## src/rtl/dcache_pkg.sv

```systemverilog
`default_nettype none
// +----------------------------------------------------------------------+
// | Module  : dcache_pkg                                                 |
// | Purpose : Shared types, constants and address-split helpers for the  |
// |           direct-mapped write-through data-cache controller.         |
// | Rev     : 1.0  initial release                                       |
// +----------------------------------------------------------------------+
package dcache_pkg;

  typedef enum logic [1:0] {
    IDLE   = 2'd0,
    REFILL = 2'd1,
    WRITE  = 2'd2
  } state_t;

  typedef enum logic {
    SZ_BYTE = 1'b0,
    SZ_WORD = 1'b1
  } size_t;

  localparam int LINE_BYTES  = 4;
  localparam int OFFSET_BITS = 2;

  function automatic int index_bits(input int sets);
    return $clog2(sets);
  endfunction

  function automatic int tag_bits(input int addr_width, input int sets);
    return addr_width - OFFSET_BITS - $clog2(sets);
  endfunction

endpackage
`default_nettype wire

```

## src/rtl/dcache_mem_ctrl_if.sv

```systemverilog
`default_nettype none
// +----------------------------------------------------------------------+
// | Module  : dcache_cpu_if / dcache_mem_if                              |
// | Purpose : CPU load/store bus and byte-wide memory bus of the cache.  |
// |   dcache_cpu_if : req, we, size, addr, wdata (CPU -> cache)          |
// |                   rdata, ready                (cache -> CPU)         |
// |   dcache_mem_if : we, a, wd (cache -> memory), rd (memory -> cache)  |
// | Rev     : 1.0  initial release                                       |
// +----------------------------------------------------------------------+
interface dcache_cpu_if #(
  parameter int ADDRESS_WIDTH = 32,
  parameter int DATA_WIDTH    = 32
);
  logic                     req;
  logic                     we;
  logic                     size;
  logic [ADDRESS_WIDTH-1:0] addr;
  logic [DATA_WIDTH-1:0]    wdata;
  logic [DATA_WIDTH-1:0]    rdata;
  logic                     ready;

  modport master (output req, we, size, addr, wdata, input rdata, ready);
  modport slave  (input req, we, size, addr, wdata, output rdata, ready);
endinterface

interface dcache_mem_if #(
  parameter int ADDRESS_WIDTH  = 32,
  parameter int MEM_DATA_WIDTH = 8
);
  logic                      we;
  logic [ADDRESS_WIDTH-1:0]  a;
  logic [MEM_DATA_WIDTH-1:0] wd;
  logic [MEM_DATA_WIDTH-1:0] rd;

  modport master (output we, a, wd, input rd);
  modport slave  (input we, a, wd, output rd);
endinterface
`default_nettype wire

```

## src/rtl/dcache_line_store.sv

```systemverilog
`default_nettype none
// +----------------------------------------------------------------------+
// | Module  : dcache_line_store                                          |
// | Purpose : Valid/tag/data arrays with combinational lookup and a      |
// |           single per-byte write port. Only valid bits are reset.     |
// | Ports   : clk, rst        clock, async active-high reset             |
// |           idx, tag        lookup / write line select and tag         |
// |           hit, line_data  lookup result                              |
// |           wr_en, wr_sel, wr_byte  byte write into line idx           |
// |           fill_done       mark line idx valid with tag               |
// | Rev     : 1.0  initial release                                       |
// +----------------------------------------------------------------------+
module dcache_line_store #(
  parameter int SETS  = 8,
  parameter int IDX_W = 3,
  parameter int TAG_W = 27
) (
  input  wire logic             clk,
  input  wire logic             rst,
  input  wire logic [IDX_W-1:0] idx,
  input  wire logic [TAG_W-1:0] tag,
  output logic                  hit,
  output logic [31:0]           line_data,
  input  wire logic             wr_en,
  input  wire logic [1:0]       wr_sel,
  input  wire logic [7:0]       wr_byte,
  input  wire logic             fill_done
);

  logic [SETS-1:0]  r_valid;
  logic [TAG_W-1:0] r_tag  [SETS];
  logic [31:0]      r_data [SETS];

  always_ff @(posedge clk or posedge rst) begin
    if (rst) begin
      r_valid <= '0;
    end else if (fill_done) begin
      r_valid[idx] <= 1'b1;
    end
  end

  // Tag and data are deliberately left unreset; valid alone qualifies them.
  always_ff @(posedge clk) begin
    if (wr_en) begin
      r_data[idx][{wr_sel, 3'b000} +: 8] <= wr_byte;
    end
    if (fill_done) begin
      r_tag[idx] <= tag;
    end
  end

  assign hit       = r_valid[idx] && (r_tag[idx] == tag);
  assign line_data = r_data[idx];

endmodule
`default_nettype wire

```

## src/rtl/dcache_mem_ctrl.sv

```systemverilog
`default_nettype none
// +----------------------------------------------------------------------+
// | Module  : dcache_mem_ctrl                                            |
// | Purpose : Direct-mapped, write-through, no-write-allocate data cache |
// |           controller. Refills and word stores are split into four    |
// |           little-endian byte transactions on the memory port.        |
// | Ports   : clk, rst  clock, async active-high reset                   |
// |           cpu       CPU load/store bus (slave side)                  |
// |           mem       byte-wide memory bus (master side)               |
// | Rev     : 1.0  initial release                                       |
// +----------------------------------------------------------------------+
module dcache_mem_ctrl
  import dcache_pkg::*;
#(
  parameter int ADDRESS_WIDTH  = 32,
  parameter int DATA_WIDTH     = 32,
  parameter int MEM_DATA_WIDTH = 8,
  parameter int SETS           = 8
) (
  input  wire logic   clk,
  input  wire logic   rst,
  dcache_cpu_if.slave cpu,
  dcache_mem_if.master mem
);

  localparam int         IDX_W = index_bits(SETS);
  localparam int         TAG_W = tag_bits(ADDRESS_WIDTH, SETS);
  localparam logic [1:0] C_LAST = 2'(LINE_BYTES - 1);

  state_t     r_state;
  logic [1:0] r_cnt;
  logic       r_st_hit;   // store hit, frozen at IDLE->WRITE
  logic       r_st_word;

  logic [IDX_W-1:0]          w_idx;
  logic [TAG_W-1:0]          w_tag;
  logic [1:0]                w_off;
  logic                      w_hit;
  logic [DATA_WIDTH-1:0]     w_line_data;
  logic [MEM_DATA_WIDTH-1:0] w_wbyte;
  logic [MEM_DATA_WIDTH-1:0] w_lbyte;
  logic                      w_wr_en;
  logic [MEM_DATA_WIDTH-1:0] w_wr_byte;
  logic                      w_fill_done;
  logic [ADDRESS_WIDTH-1:0]  w_byte_addr;

  assign w_idx       = cpu.addr[OFFSET_BITS +: IDX_W];
  assign w_tag       = cpu.addr[ADDRESS_WIDTH-1 -: TAG_W];
  assign w_off       = cpu.addr[1:0];
  assign w_byte_addr = {cpu.addr[ADDRESS_WIDTH-1:2], r_cnt};
  assign w_wbyte     = r_st_word ? cpu.wdata[{r_cnt, 3'b000} +: 8] : cpu.wdata[7:0];
  assign w_lbyte     = w_line_data[{w_off, 3'b000} +: 8];

  dcache_line_store #(
    .SETS  (SETS),
    .IDX_W (IDX_W),
    .TAG_W (TAG_W)
  ) u_lines (
    .clk       (clk),
    .rst       (rst),
    .idx       (w_idx),
    .tag       (w_tag),
    .hit       (w_hit),
    .line_data (w_line_data),
    .wr_en     (w_wr_en),
    .wr_sel    (r_cnt),
    .wr_byte   (w_wr_byte),
    .fill_done (w_fill_done)
  );

  always_ff @(posedge clk or posedge rst) begin
    if (rst) begin
      r_state   <= IDLE;
      r_cnt     <= 2'd0;
      r_st_hit  <= 1'b0;
      r_st_word <= 1'b0;
    end else begin
      case (r_state)
        IDLE: begin
          if (cpu.req) begin
            if (cpu.we) begin
              r_state   <= WRITE;
              r_cnt     <= (cpu.size == SZ_WORD) ? 2'd0 : w_off;
              r_st_hit  <= w_hit;
              r_st_word <= (cpu.size == SZ_WORD);
            end else if (!w_hit) begin
              r_state <= REFILL;
              r_cnt   <= 2'd0;
            end
          end
        end
        REFILL: begin
          r_cnt <= r_cnt + 2'd1;
          if (r_cnt == C_LAST) begin
            r_state <= IDLE;
          end
        end
        WRITE: begin
          if (!r_st_word || (r_cnt == C_LAST)) begin
            r_state <= IDLE;
          end else begin
            r_cnt <= r_cnt + 2'd1;
          end
        end
        default: r_state <= IDLE;
      endcase
    end
  end

  // Outputs decode from registered state; a load hit must answer in the
  // request cycle, so ready/rdata also depend on the live lookup.
  always_comb begin
    cpu.ready   = 1'b0;
    cpu.rdata   = '0;
    mem.we      = 1'b0;
    mem.a       = '0;
    mem.wd      = '0;
    w_wr_en     = 1'b0;
    w_wr_byte   = '0;
    w_fill_done = 1'b0;
    case (r_state)
      IDLE: begin
        if (cpu.req && !cpu.we && w_hit) begin
          cpu.ready = 1'b1;
          cpu.rdata = (cpu.size == SZ_WORD) ? w_line_data
                    : {{(DATA_WIDTH-MEM_DATA_WIDTH){1'b0}}, w_lbyte};
        end
      end
      REFILL: begin
        mem.a       = w_byte_addr;
        w_wr_en     = 1'b1;
        w_wr_byte   = mem.rd;
        w_fill_done = (r_cnt == C_LAST);
      end
      WRITE: begin
        mem.we    = 1'b1;
        mem.a     = w_byte_addr;
        mem.wd    = w_wbyte;
        w_wr_en   = r_st_hit;
        w_wr_byte = w_wbyte;
        cpu.ready = cpu.req && (!r_st_word || (r_cnt == C_LAST));
      end
      default: ;
    endcase
  end

endmodule
`default_nettype wire

```

## src/flat_wrapper.sv

```systemverilog
// flat-port wrapper written by rule: the top's interface ports become plain ports
module dcache_mem_ctrl_flat import dcache_pkg::*;
#(
  parameter int ADDRESS_WIDTH  = 32,
  parameter int DATA_WIDTH     = 32,
  parameter int MEM_DATA_WIDTH = 8,
  parameter int SETS           = 8
)
  (clk, rst, cpu_req, cpu_we, cpu_size, cpu_addr, cpu_wdata, cpu_rdata, cpu_ready, mem_we, mem_a, mem_wd, mem_rd);
  dcache_cpu_if #(.ADDRESS_WIDTH(ADDRESS_WIDTH), .DATA_WIDTH(DATA_WIDTH)) cpu_i ();
  dcache_mem_if #(.ADDRESS_WIDTH(ADDRESS_WIDTH), .MEM_DATA_WIDTH(MEM_DATA_WIDTH)) mem_i ();
  input  wire logic clk;
  input  wire logic rst;
  input wire logic [$bits(cpu_i.req)-1:0] cpu_req;
  input wire logic [$bits(cpu_i.we)-1:0] cpu_we;
  input wire logic [$bits(cpu_i.size)-1:0] cpu_size;
  input wire logic [$bits(cpu_i.addr)-1:0] cpu_addr;
  input wire logic [$bits(cpu_i.wdata)-1:0] cpu_wdata;
  output wire logic [$bits(cpu_i.rdata)-1:0] cpu_rdata;
  output wire logic [$bits(cpu_i.ready)-1:0] cpu_ready;
  output wire logic [$bits(mem_i.we)-1:0] mem_we;
  output wire logic [$bits(mem_i.a)-1:0] mem_a;
  output wire logic [$bits(mem_i.wd)-1:0] mem_wd;
  input wire logic [$bits(mem_i.rd)-1:0] mem_rd;
  assign cpu_i.req = cpu_req;
  assign cpu_i.we = cpu_we;
  assign cpu_i.size = cpu_size;
  assign cpu_i.addr = cpu_addr;
  assign cpu_i.wdata = cpu_wdata;
  assign cpu_rdata = cpu_i.rdata;
  assign cpu_ready = cpu_i.ready;
  assign mem_we = mem_i.we;
  assign mem_a = mem_i.a;
  assign mem_wd = mem_i.wd;
  assign mem_i.rd = mem_rd;
  dcache_mem_ctrl #(.ADDRESS_WIDTH(ADDRESS_WIDTH), .DATA_WIDTH(DATA_WIDTH), .MEM_DATA_WIDTH(MEM_DATA_WIDTH), .SETS(SETS)) u_core (.clk(clk), .rst(rst), .cpu(cpu_i), .mem(mem_i));
endmodule
```

## config.mk

```make
export PLATFORM = sky130hd
export DESIGN_NAME = dcache_mem_ctrl_flat
export DESIGN_NICKNAME = d
export VERILOG_FILES = /design/src/rtl/dcache_pkg.sv /design/src/rtl/dcache_mem_ctrl_if.sv /design/src/rtl/dcache_line_store.sv /design/src/rtl/dcache_mem_ctrl.sv /design/src/flat_wrapper.sv
export SDC_FILE = /design/constraint.sdc
export NUM_CORES = 1
export LEC_CHECK = 0
export ABC_AREA = 1
export ABC_CLOCK_PERIOD_IN_PS = 4700
export CAP_MARGIN = 10
export CORE_MARGIN = 2
export CORE_UTILIZATION = 25
export DETAILED_ROUTE_END_ITERATION = 6
export HOLD_SLACK_MARGIN = 0.03
export PLACE_DENSITY_LB_ADDON = 0.2
export SLEW_MARGIN = 20
export SYNTH_ARGS = -nofsm -noshare
export SYNTH_HDL_FRONTEND = slang
export SYNTH_SLANG_ARGS = --single-unit
```

## constraint.sdc

```tcl
create_clock -name clk -period 4.7 [get_ports clk]
set_clock_uncertainty 0.15 [all_clocks]
set_input_delay 1.41 -clock clk [delete_from_list [all_inputs] [get_ports clk]]
set_output_delay 1.41 -clock clk [all_outputs]
set_load 0.03 [all_outputs]
```

After elaboration in Yosys (flattened, before gate mapping)
Memory sizes are Yosys's and may differ from the RTL's. Index checks and enable logic that the tools add are counted.

Register bits after elaboration: 14. RAM bits: 472. Input bits: 77. Output and inout bits: 74. Word-level logic and storage cells: 71. Memories kept: 2.

Memory list: u_core.u_lines.r_data (words 8, bits a word 32, read ports 1, clocked after memory_dff 0, write ports 1, line dcache_line_store.sv:32) `logic [31:0] r_data [SETS];`; u_core.u_lines.r_tag (words 8, bits a word 27, read ports 1, clocked after memory_dff 0, write ports 1, line dcache_line_store.sv:31) `logic [TAG_W-1:0] r_tag [SETS];`.

Add/subtract/negate cells: 2. Order comparisons: 2. Eq/ne operators: 9. Shift-type cells: 4. Mux-type cells: 32. Bitwise gates (word level): 1. Reduce and logical (&&, ||, !) cells: 14.

Operators with widths (count): 2-to-1 mux 32 bit (5); variable part select 32 x 6 -> 8 bit (2); variable shift 8 x 7 -> 32 bit (first input constant) (1); variable part select 8 x 7 -> 32 bit (1); == test 27 bit (1); 2-to-1 mux 2 bit (10); 2-to-1 mux 8 bit (2); case mux 8 bit (2 select lines) (1); case mux 2 bit (3 select lines) (2); 2-to-1 mux 1 bit (8); bitwise OR 8 bit (1); AND reduction 4 bit (2); negator 5 -> 7 bit (1); logical AND 1 bit (5); == test 2 bit (second input constant) (2); less-than comparator 3 x 4 -> 1 bit (second input constant) (1); inequality test 2 x 1 -> 1 bit (second input constant) (2); inequality test 2 bit (second input constant) (2); case mux 1 bit (2 select lines) (2); binary-select mux 1 bit (select 3 bit) (1); demux 1 bit (select 3 bit) (1); >= comparator 3 x 1 -> 1 bit (second input constant) (1); inequality test 3 bit (second input constant) (1); AND reduction 3 bit (1); 7 further kinds (8).

Logic depth before layout (Yosys ltp)
Gate-level depths: netlist of run 1.

Depth in word-level cells: 7. Gate-level depth with buffers: 19. Mapped depth without buffers: 17.

Modules after synthesis
A second synthesis of run 1 with hierarchy kept.

Cell total of the unflattened synthesis: 1956. Area, all modules: 21184.1 um^2.

Modules (own cells, without submodules): dcache_line_store (instances 1, cells each 1612, area an instance 19561.3 um^2, sequential area each 14373.8 um^2); dcache_mem_ctrl (instances 1, cells each 344, area an instance 1622.8 um^2, sequential area each 150.1 um^2).

Worst setup path after synthesis of run 1
OpenSTA, ideal clock, no wires.

Path type: input -> output. Start point: input port cpu_addr[4]. End point: output port cpu_rdata[0]. Arrival: 3.342 ns. Data required time: 3.140 ns. Setup slack: -0.202 ns. Cell stages on the path: 17. Path buffers: 2. Cell sequence: buf_4 > nand2_4 > inv_2 > buf_4 > nand3_1 > nand2_1 > nor2_1 > nand2_1 > nand2_1 > nand2_1 > nor2_1 > nand2_1 > nor2_2 > nand3_2 > inv_2 > nand2_1 > nor2_1.

Word-level cells in the longest chain between the ends: 6. Elaborated cells on any way between the ends: 11. Those cells by class: eq/ne: 1; shift: 1; mux: 5; reduce/logical: 2; memory: 2.

Ends and longest elaborated chain: from (decl) (line flat_wrapper.sv:17) `input wire logic [$bits(cpu_i.addr)-1:0] cpu_addr;`; parallel branches: the longest is 4 deep, another holds memory read (8 x 32 bit); 2-to-1 mux 32 bit * (line dcache_mem_ctrl.sv:123) `if (cpu.req && !cpu.we && w_hit) begin`; 2-to-1 mux 32 bit * (line dcache_mem_ctrl.sv:121) `case (r_state)`; to (decl) (line flat_wrapper.sv:19) `output wire logic [$bits(cpu_i.rdata)-1:0] cpu_rdata;`.

Mark *: on every way between the ends. The select of a mux whose other input is x is not followed.

Final worst setup path of run 1
Start point: input port cpu_addr[3]. End point: output port cpu_rdata[20].

Word-level cells in the longest chain between the ends: 6. Elaborated cells on any way between the ends: 10. Those cells by class: eq/ne: 1; mux: 5; reduce/logical: 2; memory: 2.

Ends and longest elaborated chain: memory read (8 x 27 bit) / binary-select mux 1 bit (select 3 bit) (equally long branches); == test 27 bit / 2-to-1 mux 1 bit (equally long branches) (line dcache_line_store.sv:52) `assign hit = r_valid[idx] && (r_tag[idx] == tag);`; logical AND 1 bit (line dcache_line_store.sv:52); logical AND 1 bit (line dcache_mem_ctrl.sv:123); 2-to-1 mux 32 bit * (line dcache_mem_ctrl.sv:123); 2-to-1 mux 32 bit * (line dcache_mem_ctrl.sv:121).

Every way passes the cells marked *; elsewhere a longest branch is shown, timed or not. The select of a mux whose other input is x is not followed.

==> qor_table.md, run 1 <==
| Item | This run |
|---|---|
| Largest driver fanout on the critical path | 6 |
| Worst reg2reg path endpoint | u_core.u_lines.r_data[5][3]$_DFFE_PP_ |
| Mapped Avg Cell Area | 10.8 um^2 |
| Crit path capture type | primary output |
| Synth Warn # | 0 |
| Number of H-tree levels | 2 |
| Final layout net count | 2463 |
| Setup repair after global routing missed its margin | yes |
| Max-capacitance violation count | 0 |
| Max-slew headroom | 38.3% |
| Number of endpoints failing setup at the final stage | 33 |
| Number of global-route vias before repair | 15200 |
| First-pass GRT wire length | 98300 um |
| Detailed-placement wirelength estimate | 44400 um |
| Result of the run | finished with violations |
| Leakage power of the design | 11.6 nW |
| Number of stages on the worst hold path | 2 |
| Slew at the pin closest to its max-slew limit | 0.922 ns |
| Core region area | 83800 um^2 |
| Residual DRC count | 0 |
| Number of buffers created by CTS | 56 |
| Pre-CTS WS | -1.22 ns |
| Hold Violations, Final | 0 |
| Number of iterations in the first detailed-routing pass | 6 |
| WS Path Type | in2out |
| Signal arrival time at the worst endpoint | 3.77 ns |
| Sum of negative setup slack | -19.31 ns |
| P&R area growth vs syn | 36.7% |
| Total number of vias | 15400 |
| Flop2flop setup slack | 1.24 ns |
| Maximum number of pins on one net before global-route repair | 30 |
| Final worst hold slack | 0.313 ns |
| Height of the die | 295 um |
| Number of placement rows | 106 |
| TritonCTS clock tree | built |
| Overall power after layout | 0.0113 W |
| Horiz. Die Dim | 295 um |
| Detail-routed net length per standard cell | 18.8 um |
| Filler cell count | 8470 |
| Number of synthesized register bits | 486 |
| Hold wc startpoint | u_core.u_lines.r_valid[4]$_DFFE_PP0P_ |
| Total track usage | 15.2% |
| Starting density of the core | 25.3% |
| Via count normalized by instance count | 4.34 |
| Maximum clock path buffer count | 3 |
| I/O pin count | 151 |
| Violation count after the first detailed-routing iteration | 1190 |
| Area after detailed placement | 26400 um^2 |
| Failing checks | setup timing |
| Placer's final routability congestion estimate | 0.867 |
| Die outline area | 87200 um^2 |
| Hold EP | u_core.u_lines.r_valid[4]$_DFFE_PP0P_ |
| Startpoint Class | input pin |
| Launching point of the worst reg2reg path | u_core.r_state[1]$_DFFE_PP0P_ |
| Peak supply drop | 315 uV |
| Post-route ant nets | 0 |
| Area of the mapped netlist | 21200 um^2 |
| Distinct cells, synth | 43 |
| Part of the Yosys area used for sequential elements | 68.4% |
| Clock root buffer | clkbuf_16 |
| Total area of sequential cells | 14500 um^2 |
| Final critical-path share of the clock period | 113% |
| Pwr/cell area | 390 nW/um^2 |
| Total Wirelength | 66600 um |
| Area occupied by multi-input gates | 5650 um^2 |
| Kind of path behind the tightest hold check | reg2reg |
| Clock network latency to the later pin of the worst-skew pair | 0.63 ns |
| Fraction of layout instances using a drive strength above 1 | 21.6% |
| Setup slack of the critical path after layout | -0.625 ns |
| Number of cell instances on the worst register-to-register path | 6 |
| Aggregate global routing overflow | 0 |
| Achievable clock frequency | 188 MHz |
| Synth Instances | 1967 |
| Number of antenna violations at the first check in global routing | 0 |
| CTS Sinks | 486 |
| Count of final max-slew check failures | 0 |
| Register clock-pin slew on the reported worst setup and hold paths | 0.06 ns |
| Number of buffers inserted by port buffering | 150 |
| Final design area excluding fillers | 29000 um^2 |
| Final worst path period need | 5.33 ns |
| Crit path required time | 3.14 ns |
| CTS hold repair buffers | 0 |
| Post-Syn Nets | 2053 |
-- cell usage after synthesis, drive strengths merged --
| master | instances | area, um^2 |
|---|---|---|
| nand2 | 538 | 2030 |
| edfxtp | 472 | 14200 |
| inv | 299 | 1120 |
| nor2 | 212 | 880 |
| nand3 | 102 | 528 |
| o21ai | 44 | 220 |
| buf | 42 | 288 |
| clkbuf | 33 | 124 |
| a21oi | 31 | 155 |
| o22ai | 31 | 194 |
| a22o | 23 | 201 |
| or2 | 22 | 138 |
| a221oi | 20 | 175 |
| dfrtp | 14 | 350 |
| nand4 | 13 | 81.3 |
| nor3 | 12 | 60.1 |
| a22oi | 10 | 75.1 |
| o2bb2ai | 10 | 87.6 |
| ha | 9 | 113 |
| o211ai | 7 | 52.6 |
| o41ai | 5 | 43.8 |
| nand3b | 4 | 30.0 |
| o21bai | 4 | 30.0 |
| clkinv | 2 | 7.51 |
| o31ai | 2 | 15.0 |
| and2 | 1 | 6.26 |
| and3 | 1 | 6.26 |
| nor4 | 1 | 6.26 |
| o2111a | 1 | 11.3 |
| o2111ai | 1 | 8.76 |
| o221ai | 1 | 8.76 |
-- critical path: stages --
cell     delay (ns)
buf_8          0.10
buf_12         0.14
nor2_8         0.15
buf_12         0.15
buf_8          0.12
nand3_1        0.07
nand2_1        0.08
nor2_2         0.05
nand2_1        0.05
nand2_1        0.05
inv_1          0.04
nand2_1        0.07
nor2_2         0.13
nand2_2        0.09
nor2_4         0.16
nand3_4        0.11
inv_4          0.08
nand3_4        0.09
buf_12         0.18
buf_16         0.16
nor2_4         0.11
buf_12         0.12
-- cells in the final DEF, fill, tap and decap left out, types with 48 or more instances in the layout --
cell type,Yosys,layout
buf_12,0,58
clkdlybuf4s50_1,0,108
inv_1,294,288
nand3_1,100,92
buf_4,6,219
edfxtp_1,472,472
clkbuf_16,0,58
nor2_4,1,48
nand2_1,537,520
nor2_1,186,144
-- flip-flops by register name, summed over array words and instances (netlist names) --
register / flops
u_core.u_lines.r_data: 256
u_core.u_lines.r_tag: 216
u_core.u_lines.r_valid: 8
u_core.r_cnt: 2
u_core.r_state: 2
u_core.r_st_hit: 1
u_core.r_st_word: 1
-- where the power goes --
part / internal [W] / switching (W) / total (W)
Sequential: 0.00486 / 0.0000518 / 0.00491
Clock: 0.00233 / 0.00177 / 0.00411
Combinational: 0.000823 / 0.00147 / 0.00230
-- layer usage --
layer / global-route usage (%) / up-vias / part of all wire, %
met2: 24.6 / 450 / 46
met1: 20.9 / 7476 / 46
met3: 2.39 / 97 / 5.4
met5: 0 / - / 0
met4: 4.36 / 0 / 2.4
li1: - / 7395 / -
-- layout make-up --
cell class,instances,share of cell area [%]
Sequential cell,486,50.1
Multi-Input combinational cell,1105,19.5
Timing Repair Buffer,426,15.6
Clock buffer,63,4.92
Tap cell,1134,4.89
Inverter,301,4.04
Clock inverter,32,0.983
Timing Repair inverter,1,0.0302
Antenna cell,1,0.00863
-- stage by stage --
stage                     util (%)  instances
after floorplan                  -       1967
after global placement        31.5       3421
after detailed placement      31.5       3421
after CTS                     34.4       3542
after global routing          34.6       3548
final                         34.6       3549
-- cell families (layout without fill, tap and decap cells) --
logic type      after synthesis  after routing  share of synthesized area (%)
simple gates                906            906                           17.7
flops                       486            486                           68.4
buf+inv                     376            823                           7.26
compound gates              190            190                           6.03
fa+ha+maj                     9              9                          0.531
other cells                   0              1                              0
-- how the worst max path moves through the flow --
stage / end / slack (ns) / startpoint / depth (start not counted)
after detailed placement: cpu_rdata[4] / -1.22 / cpu_addr[3] / 19
final: cpu_rdata[20] / -0.63 / cpu_addr[3] / 22
after floorplan: cpu_rdata[11] / -0.09 / cpu_addr[3] / 17
after global routing: cpu_rdata[20] / -0.80 / cpu_addr[2] / 22
after CTS: cpu_rdata[0] / -0.66 / cpu_addr[2] / 16
after global placement: cpu_rdata[4] / -1.19 / cpu_addr[4] / 14
-- repair_timing --
action                                  CTS  global route
gates resized for setup                 110            24
setup buffers                            20             6
pin swaps                                38            26
gates cloned                              6             3
endpoints found under the setup margin   33            34
Note: power is estimated with default switching activity, not from simulation.
==> inputs of run 2 (changes only) <==
Settings changed: ABC_CLOCK_PERIOD_IN_PS 4700 to 5580.
Clock period 4.7 ns to 5.58 ns, I/O delays scaled along.
==> run 2 against run 1 <==
Against the previous run: the flow still finishes with violations (setup timing); non-clock buffer count is 24 lower; final cell count shrank 0.45%; clock-buffer cell count is 5 higher; hold slack better by 0.00099 ns; flip-flop and latch count unchanged; critical path type unchanged; first-iteration DRC count fell by 6.0%.
==> qor_table.md, run 2 (synthesis gave the netlist of run 1 again) <==
| Item | This run |
|---|---|
| Number of global-route vias before repair | 15400 |
| Worst path buffer plus inverter count | 8 |
| Max FFs per register | 256 |
| Largest registers | u_core.u_lines.r_data: 256 flops, u_core.u_lines.r_tag: 216 flops, u_core.u_lines.r_valid: 8 flops |
| Crit path capture type | primary output |
| Total track usage | 15.1% |
| Via count normalized by instance count | 4.35 |
| Number of placement rows | 106 |
| Aggregate global routing overflow | 0 |
| Maximum clock path buffer count | 3 |
| Clock root buffer | clkbuf_16 |
| Largest driver fanout on the critical path | 8 |
| CTS hold repair buffers | 0 |
| Master of the slowest instance on the critical path | buf_12 |
| Hold Violations, Final | 0 |
| Clock network latency to the later pin of the worst-skew pair | 0.62 ns |
| Number of buffers inserted by port buffering | 150 |
| Height of the die | 295 um |
| WS Path Type | in2out |
| Max-slew headroom | 26.3% |
| Crit path largest cell delay | 0.17 ns |
| Placer's final routability congestion estimate | 0.821 |
| Maximum number of pins on one net before global-route repair | 43 |
| Slew at the pin closest to its max-slew limit | 1.10 ns |
| Worst path cell trace | buf_16, clkinv_16, buf_16, buf_12, nand2_1, nand3_1, nand2_1, nor2_2, nor2_1, nor2_1, nand2_1, nor2_2, nand2_2, nor2_4, nand3_4, inv_4, nand3_4, buf_12, buf_16, nor2_4, buf_6 |
| P&R area growth vs syn | 36.4% |
| Final layout net count | 2438 |
| Kind of path behind the tightest hold check | reg2reg |
| Crit path required time | 3.76 ns |
| Final critical-path share of the clock period | 106% |
| Number of H-tree levels | 2 |
| Startpoint Class | input pin |
| Final core occ | 34.5% |
| Final worst hold slack | 0.314 ns |
| Final Non-Filler Cells | 3533 |
| Number of buffers created by CTS | 56 |
| Achievable clock frequency | 170 MHz |
| TritonCTS clock tree | built |
| Leakage power of the design | 11.5 nW |
| Total Wirelength | 67100 um |
| Final worst path period need | 5.90 ns |
| Violation count after the first detailed-routing iteration | 1119 |
| Total number of vias | 15400 |
| Horiz. Die Dim | 295 um |
| Residual DRC count | 0 |
| Core region area | 83800 um^2 |
| Die outline area | 87200 um^2 |
| I/O pin count | 151 |
| Cell count after placement | 3392 |
| Setup slack of the critical path after layout | -0.318 ns |
| Register clock-pin slew on the reported worst setup and hold paths | 0.05 ns |
| Sum of negative setup slack | -8.19 ns |
| Detailed-placement wirelength estimate | 44300 um |
| Setup repair after global routing missed its margin | yes |
| Starting density of the core | 25.3% |
| Area occupied by multi-input gates | 5680 um^2 |
| Pwr/cell area | 335 nW/um^2 |
| Post-route ant nets | 0 |
| Max-capacitance violation count | 0 |
| Crit-path leading delay family | simple AND/OR/NAND/NOR gates |
| Fraction of layout instances using a drive strength above 1 | 21.5% |
| Most common cell after layout, fill and taps aside | nand2_1 |
| Number of endpoints failing setup at the final stage | 33 |
| Commonest cells after routing, fill and taps aside | nand2_1, edfxtp_1, inv_1, buf_4, nor2_1 |
| Result of the run | finished with violations |
| Filler cell count | 8422 |
| Failing checks | setup timing |
| Count of final max-slew check failures | 0 |
| Number of antenna violations at the first check in global routing | 0 |
| First-pass GRT wire length | 98400 um |
| CTS Sinks | 486 |
| Antenna fix cells | 0 |
| Register bank with the most flops | u_core.u_lines.r_data |
| Signal arrival time at the worst endpoint | 4.07 ns |
| Peak supply drop | 220 uV |
| Number of iterations in the first detailed-routing pass | 5 |
| Total area of sequential cells | 14500 um^2 |
| Detail-routed net length per standard cell | 19.0 um |
run 2: cell types whose count changed in the layout (fill, tap and decap cells not counted), sizes merged:
| cell | before | now |
|---|---|---|
| dlymetal6s2s | 1 | 0 |
| clkdlybuf4s50 | 108 | 114 |
| clkinv | 30 | 29 |
| bufbuf | 3 | 0 |
| diode | 1 | 0 |
| bufinv | 3 | 6 |
| clkbuf | 65 | 74 |
| inv | 297 | 299 |
| buf | 312 | 282 |
run 2: layout make-up:
cell class	count	area share, %
Clock inverter	37	1.29
Multi-Input combinational cell	1105	19.6
Tap cell	1134	4.90
Sequential cell	486	50.2
Clock buffer	68	5.00
Inverter	301	4.05
Timing Repair Buffer	402	14.9
run 2: worst paths after layout:
| path | slack, ns | start | endpoint | depth (start not counted) |
|---|---|---|---|---|
| setup / recovery | -0.32 | cpu_addr[2] | cpu_rdata[12] | 21 |
| hold / removal | 0.31 | u_core.u_lines.r_valid[3]$_DFFE_PP0P_ | u_core.u_lines.r_valid[3]$_DFFE_PP0P_ | 1 |
| setup reg to reg | 1.69 | u_core.r_state[0]$_DFFE_PP0P_ | u_core.u_lines.r_data[4][31]$_DFFE_PP_ | 6 |
| hold reg to reg | 0.31 | u_core.u_lines.r_valid[3]$_DFFE_PP0P_ | u_core.u_lines.r_valid[3]$_DFFE_PP0P_ | 1 |
| max in group asynchronous | 3.45 | rst | u_core.u_lines.r_valid[6]$_DFFE_PP0P_ | 2 |
| min in group asynchronous | 1.34 | rst | u_core.r_st_hit$_DFFE_PP0P_ | 2 |
run 2: layer usage:
metal	GRT usage (%)	routed length, um
met1	20.9	30500
met4	4.28	1580
met5	0	0
met2	24.3	31000
met3	2.63	3980
run 2: stage by stage:
stage               setup slack, ns  cell area, um^2  power [W]
floorplan                     0.150            21200    0.00516
global placement             -0.864            25900    0.00603
detailed placement           -0.924            25900    0.00603
CTS                          -0.410            28500    0.00972
global route                 -0.458            28900     0.0101
finish                       -0.318            28900    0.00968
run 2: where the power goes:
part | switching, W | internal (W)
clock | 0.00150 | 0.00213
sequential | 0.0000670 | 0.00409
combinational | 0.00122 | 0.000669
run 2: repair_timing:
| item | in CTS | in global routing |
|---|---|---|
| gates resized for setup | 135 | 92 |
| pin swaps | 53 | 84 |
| buffers inserted | 14 | 15 |
| setup endpoints to repair | 33 | 33 |
| cloned | 6 | 7 |
